$ cat src/rtl/adder_pkg.sv
// Shared definitions for the chunked pipelined adder: op encoding and stage count.
package adder_pkg;

  localparam logic OP_ADD = 1'b0;
  localparam logic OP_SUB = 1'b1;

  // Number of carry-propagating chunks; degenerate configs collapse to one stage.
  function automatic int unsigned num_stages(input int unsigned width, input int unsigned chunk);
    if (chunk == 0 || chunk > width) return 1;
    return width / chunk;
  endfunction

endpackage

$ cat src/rtl/adder_chunk.sv
// Combinational CHUNK-bit adder slice exposing carry-out and carry-into-MSB.
module adder_chunk #(
  parameter int unsigned CHUNK = 32
) (
  input  logic [CHUNK-1:0] a,
  input  logic [CHUNK-1:0] b,
  input  logic             cin,
  output logic [CHUNK-1:0] sum_c,
  output logic             cout_c,
  output logic             cmsb_c
);

  logic [CHUNK:0] full;

  assign full   = {1'b0, a} + {1'b0, b} + (CHUNK+1)'(cin);
  assign sum_c  = full[CHUNK-1:0];
  assign cout_c = full[CHUNK];
  // The MSB sum bit is a^b^carry_in, so the carry into it falls out directly.
  assign cmsb_c = a[CHUNK-1] ^ b[CHUNK-1] ^ full[CHUNK-1];

endmodule

$ cat src/rtl/pipelined_adder_nbit.sv
// WIDTH-bit add/subtract split into CHUNK-bit stages with registered inter-chunk carry,
// operand skew and sum deskew, and a valid/ready handshake on both sides.
module pipelined_adder_nbit
  import adder_pkg::*;
#(
  parameter int unsigned WIDTH = 64,
  parameter int unsigned CHUNK = 32
) (
  input  logic             clk,
  input  logic             rst_n,
  input  logic             in_valid,
  output logic             in_ready,
  input  logic [WIDTH-1:0] a,
  input  logic [WIDTH-1:0] b,
  input  logic             cin,
  input  logic             sub,
  output logic             out_valid,
  input  logic             out_ready,
  output logic [WIDTH-1:0] sum,
  output logic             cout,
  output logic             ovf
);

  localparam int unsigned STAGES = num_stages(WIDTH, CHUNK);
  localparam int unsigned NREG   = (STAGES > 1) ? STAGES - 1 : 1;
  localparam logic [WIDTH-1:0] CMASK = WIDTH'({CHUNK{1'b1}});

  if (CHUNK == 0 || CHUNK > WIDTH || (WIDTH % CHUNK) != 0) begin : g_bad_cfg
    $error("pipelined_adder_nbit: WIDTH must be a non-zero multiple of CHUNK");
  end

  logic             adv;
  logic [WIDTH-1:0] b_eff;
  logic             carry0;

  // Stage k inputs (from the port for k=0, else from register k-1) and results.
  logic [WIDTH-1:0] xin   [STAGES];
  logic [WIDTH-1:0] yin   [STAGES];
  logic             cin_s [STAGES];
  logic             vin   [STAGES];
  logic [CHUNK-1:0] csum  [STAGES];
  logic             cout_s[STAGES];
  logic             cmsb_s[STAGES];
  logic [WIDTH-1:0] xout  [STAGES];

  // Inter-stage registers: x holds finished low chunks plus raw high chunks of a.
  logic [WIDTH-1:0] x_q [NREG];
  logic [WIDTH-1:0] y_q [NREG];
  logic             c_q [NREG];
  logic             v_q [NREG];

  assign adv      = !out_valid || out_ready;
  assign in_ready = adv;
  assign b_eff    = (sub == OP_SUB) ? ~b : b;
  assign carry0   = (sub == OP_SUB) ? 1'b1 : cin;

  for (genvar k = 0; k < STAGES; k++) begin : g_stage
    localparam int unsigned LSB = k * CHUNK;

    if (k == 0) begin : g_src
      assign xin[k]   = a;
      assign yin[k]   = b_eff;
      assign cin_s[k] = carry0;
      assign vin[k]   = in_valid;
    end else begin : g_link
      assign xin[k]   = x_q[k-1];
      assign yin[k]   = y_q[k-1];
      assign cin_s[k] = c_q[k-1];
      assign vin[k]   = v_q[k-1];
    end

    adder_chunk #(.CHUNK(CHUNK)) u_chunk (
      .a      (xin[k][LSB +: CHUNK]),
      .b      (yin[k][LSB +: CHUNK]),
      .cin    (cin_s[k]),
      .sum_c  (csum[k]),
      .cout_c (cout_s[k]),
      .cmsb_c (cmsb_s[k])
    );

    assign xout[k] = (xin[k] & ~(CMASK << LSB)) | (WIDTH'(csum[k]) << LSB);

    if (k < STAGES - 1) begin : g_reg
      always_ff @(posedge clk) begin
        if (!rst_n) begin
          v_q[k] <= 1'b0;
        end else if (adv) begin
          v_q[k] <= vin[k];
        end
      end

      // Data path is not reset; the valid bit alone qualifies it.
      always_ff @(posedge clk) begin
        if (adv) begin
          x_q[k] <= xout[k];
          y_q[k] <= yin[k];
          c_q[k] <= cout_s[k];
        end
      end
    end
  end

  // Final stage; result fields only update on a valid slot so they stay clean after reset.
  always_ff @(posedge clk) begin
    if (!rst_n) begin
      out_valid <= 1'b0;
      sum       <= '0;
      cout      <= 1'b0;
      ovf       <= 1'b0;
    end else if (adv) begin
      out_valid <= vin[STAGES-1];
      if (vin[STAGES-1]) begin
        sum  <= xout[STAGES-1];
        cout <= cout_s[STAGES-1];
        ovf  <= cout_s[STAGES-1] ^ cmsb_s[STAGES-1];
      end
    end
  end

endmodule
$ cat config.mk
export PLATFORM = sky130hd
export DESIGN_NAME = pipelined_adder_nbit
export DESIGN_NICKNAME = d
export VERILOG_FILES = /design/src/rtl/adder_pkg.sv /design/src/rtl/adder_chunk.sv /design/src/rtl/pipelined_adder_nbit.sv
export SDC_FILE = /design/constraint.sdc
export NUM_CORES = 1
export LEC_CHECK = 0
export ABC_CLOCK_PERIOD_IN_PS = 5100
export BUFFER_PORTS_ARGS = -buffer_cell sky130_fd_sc_hd__buf_2
export CAP_MARGIN = 15
export CORE_MARGIN = 5
export CORE_UTILIZATION = 55
export DETAILED_ROUTE_END_ITERATION = 8
export GPL_ROUTABILITY_DRIVEN = 0
export PLACE_DENSITY = 0.9
export REMOVE_ABC_BUFFERS = 1
export SETUP_SLACK_MARGIN = 0.02
export SLEW_MARGIN = 20
export SYNTH_ARGS = -nofsm -noshare
export SYNTH_HDL_FRONTEND = slang
export SYNTH_SLANG_ARGS = --single-unit
$ cat constraint.sdc
create_clock -name clk -period 5.1 [get_ports clk]
set_input_delay 0.51 -clock clk [delete_from_list [all_inputs] [get_ports clk]]
set_output_delay 0.51 -clock clk [all_outputs]
set_load 0.01 [all_outputs]
Word-level counts from Yosys, hierarchy flattened --
Memory sizes are Yosys's and may differ from the RTL's. Index checks and enable logic that the tools add are counted.
Operators by class: $add $sub $neg 4, multipliers 0, divide/modulo/power cells 0, magnitude comparators 0, eq/ne operators 0, shift operators 0, muxes and demuxes 9, bitwise gates (word level) 6, reductions and logical operators 4
Operators with widths (number):
- $add 32x32->33 | 2
- $add 33x1->33 | 2
- $mux 64 | 1
- $not 64->64 | 1
- $or 32x64->64 | 1
- $or 64x32->64 | 1
- $mux 1 | 8
- $xor 1x1->1 | 3
- $reduce_and 2->1 | 1
- $logic_not 1->1 | 1
- $logic_or 1x1->1 | 1
- $reduce_or 1->1 | 1
Word-level totals: register bits 67, bits in latches 0, bits in writable memories 130, bits in read-only memories 0, input bits 134, word-level logic and storage cells 31, memories kept 4
Memories:
- x_q | depth 1, bits a word 64, rd ports 1, clocked after Yosys merged registers in 0, write ports 1, line pipelined_adder_nbit.sv:47 | logic [WIDTH-1:0] x_q [NREG];
- y_q | depth 1, bits a word 64, rd ports 1, clocked after Yosys merged registers in 0, write ports 1, line pipelined_adder_nbit.sv:48 | logic [WIDTH-1:0] y_q [NREG];
- c_q | depth 1, bits a word 1, rd ports 1, clocked after Yosys merged registers in 0, write ports 1, line pipelined_adder_nbit.sv:49 | logic c_q [NREG];
- v_q | depth 1, bits a word 1, rd ports 1, clocked after Yosys merged registers in 0, write ports 1, line pipelined_adder_nbit.sv:50 | logic v_q [NREG];

Depth between registers and ports, before layout --
Gate-level depths: netlist of the first run.
depth after elaboration 7, mapped depth 14, gate-level depth less buffers 12

Hierarchy --
A second synthesis of the first run with hierarchy kept.
Unflattened totals: cells, all modules 973, area total of the unflattened synthesis 9794.4 um2
Modules (own cells, without submodules):
- pipelined_adder_nbit | instances 1, cells each 477, area each 6236.0 um2
- adder_chunk (g_stage[1].u_chunk) | instances 1, cells each 250, area each 1816.7 um2
- adder_chunk (g_stage[0].u_chunk) | instances 1, cells each 246, area each 1741.7 um2

Worst setup path before layout of the first run --
No wires, ideal clock.
kind input -> register, from input port sub, to memory c_q[0] (data pin), arrival time 3589 ps, data required time 4830 ps, path slack 1241 ps, stages on the path 14, buffers on the path 2, cell sequence clkbuf_1 clkbuf_1 xor2_1 fa_1 inv_1 fa_1 nor2b_1 o31a_1 o31ai_4 nor4b_2 nor4_2 o21ai_1 o41ai_2 o21ai_0
On the way: cells in the longest elaborated chain, start to end 3, elaborated cells on any way between the ends 4
RTL lines:
- from (decl) | line pipelined_adder_nbit.sv:16 | input logic sub,
- $mux 64 | line pipelined_adder_nbit.sv:54 | assign b_eff = (sub == OP_SUB) ? ~b : b;
- $add 32x32->33 | line adder_chunk.sv:15 | assign full = {1'b0, a} + {1'b0, b} + (CHUNK+1)'(cin);
- $add 33x1->33 * | line adder_chunk.sv:15
- net g_stage[0].u_chunk.cout_c | line adder_chunk.sv:9 | output logic cout_c,
- to (decl) | line pipelined_adder_nbit.sv:49
Mark *: on every way through the listed nets, which the timed path passes. The rest lies on a longest branch.

==> impl_results.md, run 1 <==
- Critical path's slowest cell: buf_4
- Flops & latches, synth: 165
- CP peak stage delay: about 0.56 ns
- Ys async rst share: 0%
- Class of the most critical hold timing path: input port to flop
- Yosys cell types: 63
- # nets final: between 1000 and 1500
- Run status: finished, final reports clean
- First-pass DRT Iterations: 5
- F_max: 0.263 GHz
- Number of flops mapped to enable cells by yosys: 98
- TritonCTS Sinks: 165
- Via Count: approximately 7400
- Fraction of synthesized cell area taken by the top area cell type: between 30 and 40%
- Final setup vio count: 0
- Total power per unit cell area: 372 mW/mm²
- Antenna-violating nets left: 0
- Core area: between 0.015 and 0.02 mm²
- DRC: 0
- CP bufs+invs: 2
- Synthesized area: 0.00908 mm²
- Fill cells: 1201
- Worst r2r path cells: 10
- Gate Count Post-Synth: roughly 900
- DR WL/cell: around 16 µm
- CTS H-tree lvls: 4
- Worst Tran Pin Value: around 0.75 ns
- Top cells by area, synth: edfxtp_1, dfxtp_1, ha_1
- Vias per cell: 5.60
- Yosys warns: 0
- Largest net degree at the start of global routing: 59
- Post-synthesis sequential area ratio: a little under half
- Max rail drop VDD: about 0.20 mV
- Top-Level Pins: just over 200
- DRT Wirelength: around 21000 µm
- Die Ht: about 140 µm
- Skew final: around 0.011 ns
- Post-CTS Resized: 0
- Area Overhead vs Synth: 19.9%
- Initial antenna violation count: 2
- Tmin final: ~3.8 ns
- GRT overflow: 0
- Final worst-path cycle share: around three quarters
- Tot Pwr: about 4.0 mW
- WP depth: 12
- CP delay by family, top: compound AO/OA/AOI/OAI gates
- Pins over their slew limit: 0
- Clock Tree Buf Depth: 2
- Root buffer cell: clkbuf_16
- Vias in the first global route: 7133
- Clock Pin Slew Worst Setup and Hold Paths: 0.07 ns
- Global-route wire length before repair: around 34000 µm
- RSZ-0062 raised after global routing: no
- Worst setup SP type: input port
- TNS Setup: 0 ns
- CP Data Required Time: between 5 and 6 ns
- Final Hold Fails: 0
- Layout cells sized above 1: a little under a quarter
- Post-synth top cells: nand2_1, a21oi_1, edfxtp_1
- 1st-iter DRT viols: between 600 and 700
- Setup crit end kind: flop
- Worst EP arrival: 4.10 ns
- Count leader, synth: nand2_1
- # Max-Cap Violations: 0
- Hold depth: 1
- Hold_buf cts: 0
- Die area: between 0.015 and 0.02 mm²
- Post-CTS Setup Bufs: 0
- Worst-Skew Late Latency: between 0.4 and 0.5 ns
- Num CTS Buffers: 17
- CTS tree: yes
- FP Rows: between 40 and 50
- Slew margin rel.: 50.0%
- Die W: 138 µm
- GRT Util Overall: 21.8%
- CP cell instances: buf_4 -> buf_4 -> xor2_1 -> ha_1 -> a21oi_1 -> o21bai_1 -> a21oi_1 -> o31a_1 -> o21ai_1 -> a31o_2 -> a2111oi_0 -> nand3b_1
- Syn_area_per_cell: ~10 µm²
- DP HPWL: 15600 µm
- Critical path fanouts, max: 33
- IO Port Bufs: approximately 200
- Synth area leader: edfxtp_1
- Initial Utilization: a little under three fifths
- Leak Pwr: 4.73 nW
- Dominant synthesized flop cell: edfxtp_1
- Crit Path Class: input port to flop
## sequential cells by signal (all words and copies together), names as in the netlist
| name | count |
|---|---|
| c_q | 1 |
| cout | 1 |
| out_valid | 1 |
| ovf | 1 |
| sum | 64 |
| v_q | 1 |
| x_q | 64 |
| y_q | 32 |
## per-layer routing
metal	vias to the layer above	track usage [%]	part of all wire, %	routed length (µm)
li1	3629	-	-	-
met1	3411	26.0	40	8680
met2	319	39.6	50	10800
met3	46	3.76	6.9	1480
met4	2	7.54	2.2	462
met5	-	0	0.051	11
## worst paths after layout
kind	start	end	slack, ns
worst max-delay path	sub	x_q[0][25]$_DFFE_PN_	1.29
worst min-delay path	a[43]	x_q[0][43]$_DFFE_PN_	0.26
worst max register to register	c_q[0]$_DFFE_PN_	sum[62]$_SDFFE_PN0P_	1.74
worst min register to register	sum[32]$_SDFFE_PN0P_	sum[32]$_SDFFE_PN0P_	0.45
## report_power, final
group	leakage, nW	internal [mW]	switching, mW
Sequential	1.57	1.63	0.0738
Combinational	2.87	0.440	0.591
Clock	0.284	0.773	0.535
## cells in the final DEF (no fill, tap or decap), drive strengths merged, types with 5 or more instances in the layout
cell type	synthesis	layout
a211oi	11	11
a21o	21	21
a21oi	107	107
a221oi	5	5
a31oi	12	12
and3	11	11
buf	5	207
clkbuf	30	17
dfxtp	67	67
edfxtp	98	98
ha	62	62
inv	24	28
nand2	126	126
nand2b	6	6
nand3	24	24
nand4	8	8
nor2	32	32
nor2b	6	6
nor3	14	14
o211ai	5	5
o21a	7	7
o21ai	38	38
o21bai	9	9
or3	9	9
xnor2	35	35
xor2	74	74
## cell type report
class | instances | area [µm²] | share of cell area [%]
Inverter | 24 | 92.6 | 0.850
Clock buffer | 17 | 425 | 3.91
Sequential cell | 165 | 4280 | 39.3
Tap cell | 220 | 275 | 2.53
Timing Repair Buffer | 207 | 1050 | 9.68
Clock inverter | 15 | 178 | 1.63
Multi-Input combinational cell | 674 | 4580 | 42.0
Antenna cell | 1 | 2.50 | 0.0230
## cell families (layout without fill, tap and decap cells)
group                      Yosys count  count (layout)  synth area share (%)
and+or+nand+nor                    258             258                  13.4
AOI/OAI and AO/OA                  238             238                  16.7
DFF                                165             165                  47.2
xor gates and xnor gates           109             109                  10.5
adders and majority gates           66              66                  9.43
buffers and inverters               59             263                  2.45
muxes                                3               3                 0.331
other                                0               1                     0
## worst reg2reg max path, cell delays in order, from the launching register on
cell	delay, ns
edfxtp_1	0.41
fa_1	0.51
fa_1	0.51
a211oi_2	0.28
o21ai_1	0.15
nand3_1	0.24
a31oi_4	0.18
a2111oi_4	0.44
nor4_1	0.14
or3_1	0.38
nand3_1	0.06
## through the flow
| step | utilization, % | instances | instance area (µm²) | worst slack [ns] | hold WS (ns) |
|---|---|---|---|---|---|
| 3_3_place_gp | 62.7 | 1290 | 10300 | 1.25 | 0.435 |
| 3_5_place_dp | 62.7 | 1290 | 10300 | 1.02 | 0.444 |
| 4_1_cts | 66.3 | 1322 | 10900 | 1.42 | 0.243 |
| 5_1_grt | 66.4 | 1323 | 10900 | 1.17 | 0.244 |
| 2_1_floorplan | - | 863 | 8950 | -0.293 | 0.471 |
| 6_report | 66.4 | 1323 | 10900 | 1.29 | 0.260 |
Note: power is estimated with default switching activity, not from simulation.
==> run 2, diff against run 1 <==
--- a/config.mk
+++ b/config.mk
@@ -5,14 +5,15 @@
 export SDC_FILE = /design/constraint.sdc
 export NUM_CORES = 1
 export LEC_CHECK = 0
-export ABC_CLOCK_PERIOD_IN_PS = 5100
+export ABC_AREA = 1
+export ABC_CLOCK_PERIOD_IN_PS = 3200
 export BUFFER_PORTS_ARGS = -buffer_cell sky130_fd_sc_hd__buf_2
 export CAP_MARGIN = 15
 export CORE_MARGIN = 5
-export CORE_UTILIZATION = 55
+export CORE_UTILIZATION = 51
 export DETAILED_ROUTE_END_ITERATION = 8
 export GPL_ROUTABILITY_DRIVEN = 0
-export PLACE_DENSITY = 0.9
+export PLACE_DENSITY = 0.87
 export REMOVE_ABC_BUFFERS = 1
 export SETUP_SLACK_MARGIN = 0.02
 export SLEW_MARGIN = 20
==> constraint.sdc (replaced) <==
create_clock -name clk -period 3.2 [get_ports clk]
set_input_delay 0.32 -clock clk [delete_from_list [all_inputs] [get_ports clk]]
set_output_delay 0.32 -clock clk [all_outputs]
set_load 0.01 [all_outputs]
==> impl_results.md, run 2 <==
- Run status: finished, final reports clean
- # diodes: 0
- Largest family of logic cells by synthesized area: simple AND/OR/NAND/NOR gates
- Hold_buf cts: 0
- Synth Area in XOR/XNOR: between 8 and 9%
- Number of flops mapped to enable cells by yosys: around 100
- Most frequent cells in the layout: nand2_1, nor2_1, buf_2
- Clock Tree Buf Depth: 2
- Synth Area in Compound Gates: 9.48%
- Synthesized area: 0.0102 mm²
- CP cell instances: fa_1 -> fa_1 -> nand3_1 -> nand2_2 -> nand2_1 -> nand2_2 -> nand2_1 -> nand2_2 -> a21oi_1 -> nand2_1 -> nand3_1 -> nand2_1 -> inv_1
- FP Rows: slightly above 50
- Worst Tran Pin Value: 0.772 ns
- # Max-Cap Violations: 0
- Area Overhead vs Synth: 18.8%
- Pins over their slew limit: 0
- Sw Share: between 30% and 40%
- CP bufs+invs: 1
- Post-synth top cells: nand2_1, nor2_1, inv_1
- Yosys cell types: 33
- Worst setup SP type: flop
- CP peak stage delay: ~0.54 ns
- Post-CTS Resized: 0
- DRC: 0
- GRT overflow: 0
- Count leader, synth: nand2_1
- Setup crit end kind: flop
- Vias per cell: roughly 5.2
- Leak Pwr: between 6 and 7 nW
- Area after DPL: between 0.01 and 0.015 mm²
- Simple-Gate Fraction of Synth Area: roughly 25%
- PnR worst setup slack: 0.620 ns
- DR WL/cell: approximately 15 µm
- Via Count: a little over 9000
- # nets final: ~1700
- Num CTS Buffers: 17
- Final worst-path cycle share: about 81%
- Post-CTS Setup Bufs: 0
- Top-Level Pins: a little over 200
- CP Data Required Time: about 3.6 ns
- Commonest non-fill, non-tap cell in the layout: nand2_1
- Tmin final: roughly 2.6 ns
- R2R setup slack: slightly above 0.6 ns
- RSZ-0062 raised after global routing: no
- TNS Setup: 0 ns
- Worst r2r path cells: 13
- Worst-Skew Late Latency: 0.44 ns
- Sequential power share: 39.9%
- Wire length on met3: between 2000 and 2500 µm
- Post-Place Cells: ~1800
- Top cells by area, synth: edfxtp_1, dfxtp_1, nand2_1
- Post-route cell area: roughly 0.012 mm²
- CP delay by family, top: adder cells
- Slew margin rel.: about 48%
- Die Ht: between 150 and 200 µm
- 1st-iter DRT viols: roughly 680
- Root buffer cell: clkbuf_16
- Worst hold slack: ~0.056 ns
- Flops & latches, synth: approximately 170
- Syn_area_per_cell: 7.81 µm²
- DP HPWL: around 21000 µm
- Fill cells: approximately 1700
- Sw power: between 2 and 2.5 mW
- Vias in the first global route: roughly 9000
- Met2 WL post-DR: between 10000 and 15000 µm
- Class of the most critical hold timing path: input port to flop
- Tot Pwr: ~6.8 mW
- Dominant synthesized flop cell: edfxtp_1
- DRT met1 WL: 10100 µm
- Final Hold Fails: 0
- Clock Pin Slew Worst Setup and Hold Paths: roughly 0.08 ns
- F_max: about 0.39 GHz
- Clock network power share: between 30 and 40%
- Gate Count Post-Synth: about 1300
- Core area: a little under 0.02 mm²
- Comb power frac: between 20% and 30%
- Initial Utilization: a little over half
- Synth area leader: edfxtp_1
- IO Port Bufs: ~200
- Post-synthesis sequential area ratio: between 40% and 50%
- Die area: ~0.023 mm²
- Max rail drop VDD: between 0.3 and 0.4 mV
- Critical path's slowest cell: fa_1
- Ys async rst share: 0%
- GRT Util Overall: a little under a quarter
- Fraction of synthesized cell area taken by the top area cell type: between 20% and 30%
- Dpl ws: 0.556 ns
- Critical path fanouts, max: 4
- DRT Wirelength: 27000 µm
- Final Core Density: roughly three fifths
- CTS H-tree lvls: 4
- Terminus of the critical flop-to-flop path: ovf$_SDFFE_PN0P_
- CTS tree: yes
- Global-route wire length before repair: between 40000 and 50000 µm
- Die W: about 150 µm
- Top sig layer: met4
- Adder-cell share of the synthesized area: around 8.3%
- Regs by FF count: sum x64, x_q x64, y_q x32
- Cell Int Power: 4.45 mW
- Hold depth: 1
- Final std cells w/o fill: about 1800
- HP Start: a[58]
- Worst hold endpoint: x_q[0][58]$_DFFE_PN_
- Antenna-violating nets left: 0
- Most used cell, CP: nand2_1
- Final setup vio count: 0
- Layout cells sized above 1: between 10% and 20%
- Worst EP arrival: ~3.0 ns
- Yosys warns: 0
- Largest net degree at the start of global routing: 61
- Total power per unit cell area: between 500 and 600 mW/mm²
- Crit Path Class: flop to flop
- R2R Path Start: c_q[0]$_DFFE_PN_
- Skew final: 0.0140 ns
- Mux share of post-synthesis cell area: 0%
- TritonCTS Sinks: 165
- First-pass DRT Iterations: 7
- Initial antenna violation count: 0
run 2: logic make-up after synthesis:
logic type,after synthesis
AOI/OAI and AO/OA,175
and+or+nand+nor,619
xor gates and xnor gates,98
adders and majority gates,66
DFF,165
buffers and inverters,190
run 2: routing by layer:
layer  vias up  global-route usage (%)
li1       4635                       -
met1      4120                    27.0
met2       442                    42.8
met3        92                    4.22
met4         0                    8.63
met5         -                       0
run 2: layout make-up:
class | count | area, µm² | area share [%]
Multi-Input combinational cell | 958 | 5240 | 43.0
Clock inverter | 15 | 195 | 1.60
Sequential cell | 165 | 4280 | 35.2
Inverter | 163 | 614 | 5.04
Timing Repair Buffer | 208 | 1090 | 8.92
Clock buffer | 17 | 425 | 3.49
Tap cell | 265 | 332 | 2.72
run 2: worst max path at each step:
stage | from | endpoint | slack [ns] | cells after the start
4_1_cts | c_q[0]$_DFFE_PN_ | ovf$_SDFFE_PN0P_ | 0.61 | 13
5_1_grt | c_q[0]$_DFFE_PN_ | ovf$_SDFFE_PN0P_ | 0.40 | 13
6_report | c_q[0]$_DFFE_PN_ | ovf$_SDFFE_PN0P_ | 0.62 | 13
2_1_floorplan | out_valid$_SDFFE_PN0N_ | sum[35]$_SDFFE_PN0P_ | 0.20 | 6
3_5_place_dp | sub | x_q[0][31]$_DFFE_PN_ | 0.56 | 14
3_3_place_gp | sub | x_q[0][30]$_DFFE_PN_ | 0.66 | 11
run 2: worst reg2reg max path, delay by kind of cell, from the launching register on:
kind | cells | cell delay [ns]
buffers and inverters | 1 | 0.05
flip-flops | 1 | 0.43
AO/OA/AOI/OAI | 1 | 0.20
adder cells (fa/ha/maj) | 2 | 1.06
AND/OR/NAND/NOR | 9 | 0.81
run 2: power by group through the flow:
stage	logic, mW	registers (mW)	clock network [mW]
finish	1.99	2.72	2.12
global route	2.22	2.75	2.24
CTS	1.96	2.72	2.15
detailed placement	1.94	2.77	0
global placement	1.89	2.76	0
floorplan	1.30	2.78	0
==> run 3, diff against run 2 <==
--- a/config.mk
+++ b/config.mk
@@ -6,14 +6,14 @@
 export NUM_CORES = 1
 export LEC_CHECK = 0
 export ABC_AREA = 1
-export ABC_CLOCK_PERIOD_IN_PS = 3200
+export ABC_CLOCK_PERIOD_IN_PS = 2700
 export BUFFER_PORTS_ARGS = -buffer_cell sky130_fd_sc_hd__buf_2
 export CAP_MARGIN = 15
 export CORE_MARGIN = 5
-export CORE_UTILIZATION = 51
+export CORE_UTILIZATION = 56
 export DETAILED_ROUTE_END_ITERATION = 8
 export GPL_ROUTABILITY_DRIVEN = 0
-export PLACE_DENSITY = 0.87
+export PLACE_DENSITY = 0.9
 export REMOVE_ABC_BUFFERS = 1
 export SETUP_SLACK_MARGIN = 0.02
 export SLEW_MARGIN = 20
==> constraint.sdc (replaced) <==
create_clock -name clk -period 2.7 [get_ports clk]
set_input_delay 0.27 -clock clk [delete_from_list [all_inputs] [get_ports clk]]
set_output_delay 0.27 -clock clk [all_outputs]
set_load 0.01 [all_outputs]
==> impl_results.md, run 3 (synthesis results as in run 2) <==
- Met2 WL post-DR: between 10000 and 15000 µm
- Num CTS Buffers: 17
- # nets final: approximately 1700
- FP Rows: a little under 50
- # diodes: 0
- Commonest non-fill, non-tap cell in the layout: nand2_1
- DR WL/cell: ~16 µm
- Largest net degree at the start of global routing: 49
- Run status: finished, final reports clean
- Antenna-violating nets left: 0
- First-pass DRT Iterations: 7
- Tot Pwr: 8.08 mW
- Root buffer cell: clkbuf_16
- Regs by FF count: sum x64, x_q x64, y_q x32
- Initial antenna violation count: 0
- # Max-Cap Violations: 0
- DP HPWL: about 21000 µm
- Fill cells: 1357
- Class of the most critical hold timing path: input port to flop
- GRT Util Overall: between 20% and 30%
- Clock Tree Buf Depth: 2
- Worst-Skew Late Latency: about 0.44 ns
- Final Hold Fails: 0
- Top sig layer: met4
- Pins over their slew limit: 0
- Core area: roughly 0.018 mm²
- Vias per cell: 5.37
- Max rail drop VDD: slightly below 0.5 mV
- Layout cells sized above 1: approximately 19%
- Vias in the first global route: 9633
- Setup crit end kind: flop
- Clock Pin Slew Worst Setup and Hold Paths: 0.07 ns
- Via Count: between 9000 and 10000
- Die W: 145 µm
- Die area: ~0.021 mm²
- Worst EP arrival: approximately 2.8 ns
- Tmin final: about 2.5 ns
- Top-Level Pins: 202
- Final setup vio count: 0
- Leak Pwr: between 6 and 7 nW
- Total power per unit cell area: 652 mW/mm²
- RSZ-0062 raised after global routing: no
- 1st-iter DRT viols: 866
- Most frequent cells in the layout: nand2_1, nor2_1, buf_2
- GRT overflow: 0
- DRT met1 WL: roughly 10000 µm
- Post-route cell area: roughly 0.012 mm²
- CTS H-tree lvls: 4
- Post-Place Cells: around 1700
- Slew margin rel.: between 40 and 50%
- TritonCTS Sinks: approximately 170
- Area Overhead vs Synth: 20.8%
- Final std cells w/o fill: about 1800
- DRC: 0
- Critical path fanouts, max: 3
- Post-CTS Setup Bufs: 0
- DRT Wirelength: ~28000 µm
- Final worst-path cycle share: between 90% and 100%
- Crit Path Class: flop to flop
- Wire length on met3: ~2100 µm
- Global-route wire length before repair: between 40000 and 50000 µm
- Worst Tran Pin Value: about 0.75 ns
- CTS tree: yes
- Skew final: 0.0121 ns
- IO Port Bufs: approximately 200
- Die Ht: 145 µm
- Area after DPL: about 0.012 mm²
- F_max: ~0.40 GHz
- Worst setup SP type: flop
- CP Data Required Time: roughly 3 ns
- Initial Utilization: 57.1%
-- run 3: cell count changes in the layout (fill, tap and decap cells not counted), sizes merged --
cell and delta:
dlygate4sd3 +23, buf +5, inv -3, bufinv -1, clkinv +4
-- run 3: stage by stage --
stage          hold slack, ns  setup slack (ns)  TNS, ns  util [%]
5_1_grt               0.00139            0.0276        0      68.9
2_1_floorplan           0.369            -0.302   -25.04         -
4_1_cts               0.00135             0.153        0      68.6
3_5_place_dp            0.448            0.0759        0      64.2
6_report               0.0119             0.198        0      68.9
3_3_place_gp            0.448             0.178        0      64.2
-- run 3: final timing paths --
| check | start | end | slack (ns) | depth (start not counted) |
|---|---|---|---|---|
| worst max-delay path | c_q[0]$_DFFE_PN_ | sum[54]$_SDFFE_PN0P_ | 0.20 | 14 |
| worst min-delay path | a[49] | x_q[0][49]$_DFFE_PN_ | 0.01 | 1 |
| worst max register to register | c_q[0]$_DFFE_PN_ | sum[54]$_SDFFE_PN0P_ | 0.20 | 14 |
| worst min register to register | x_q[0][1]$_DFFE_PN_ | sum[1]$_SDFFE_PN0P_ | 0.47 | 2 |
-- run 3: metal layers --
layer  track usage [%]  vias up
met5                 0        -
met4              10.3        0
met3              5.49       87
met2              47.3      476
met1              29.2     4310
li1                  -     4705
-- run 3: report_power, final --
group	switching (mW)	internal [mW]	leakage, nW
clock	1.19	1.25	0.295
combinational	1.53	0.869	4.40
sequential	0.144	3.09	1.58
total	2.87	5.21	6.28
-- run 3: timing repair --
item                                    4_1_cts  5_1_grt
endpoints found under the hold margin        17        6
endpoints found under the setup margin        0        5
resized for setup                             0        1
hold buffers                                 17        6
-- run 3: layout make-up --
class                      count  area, µm²  share of cell area, %
multi-input combinational    958       5250                   42.4
sequential                   165       4280                   34.6
timing repair buffer         236       1340                   10.8
inverter                     163        614                   4.96
clock buffer                  17        425                   3.44
tap                          229        287                   2.31
clock inverter                15        184                   1.49
-- run 3: critical path, cell delays in order (launching register included) --
cell,delay [ns]
edfxtp_1,0.42
fa_2,0.45
fa_1,0.51
nand3_1,0.14
nand2_2,0.09
nand2_1,0.08
nand2_2,0.08
nand2_2,0.08
nand2_2,0.08
nand2_1,0.08
nand2_1,0.08
nand2_1,0.07
nand2_1,0.04
o21bai_1,0.14
inv_1,0.05
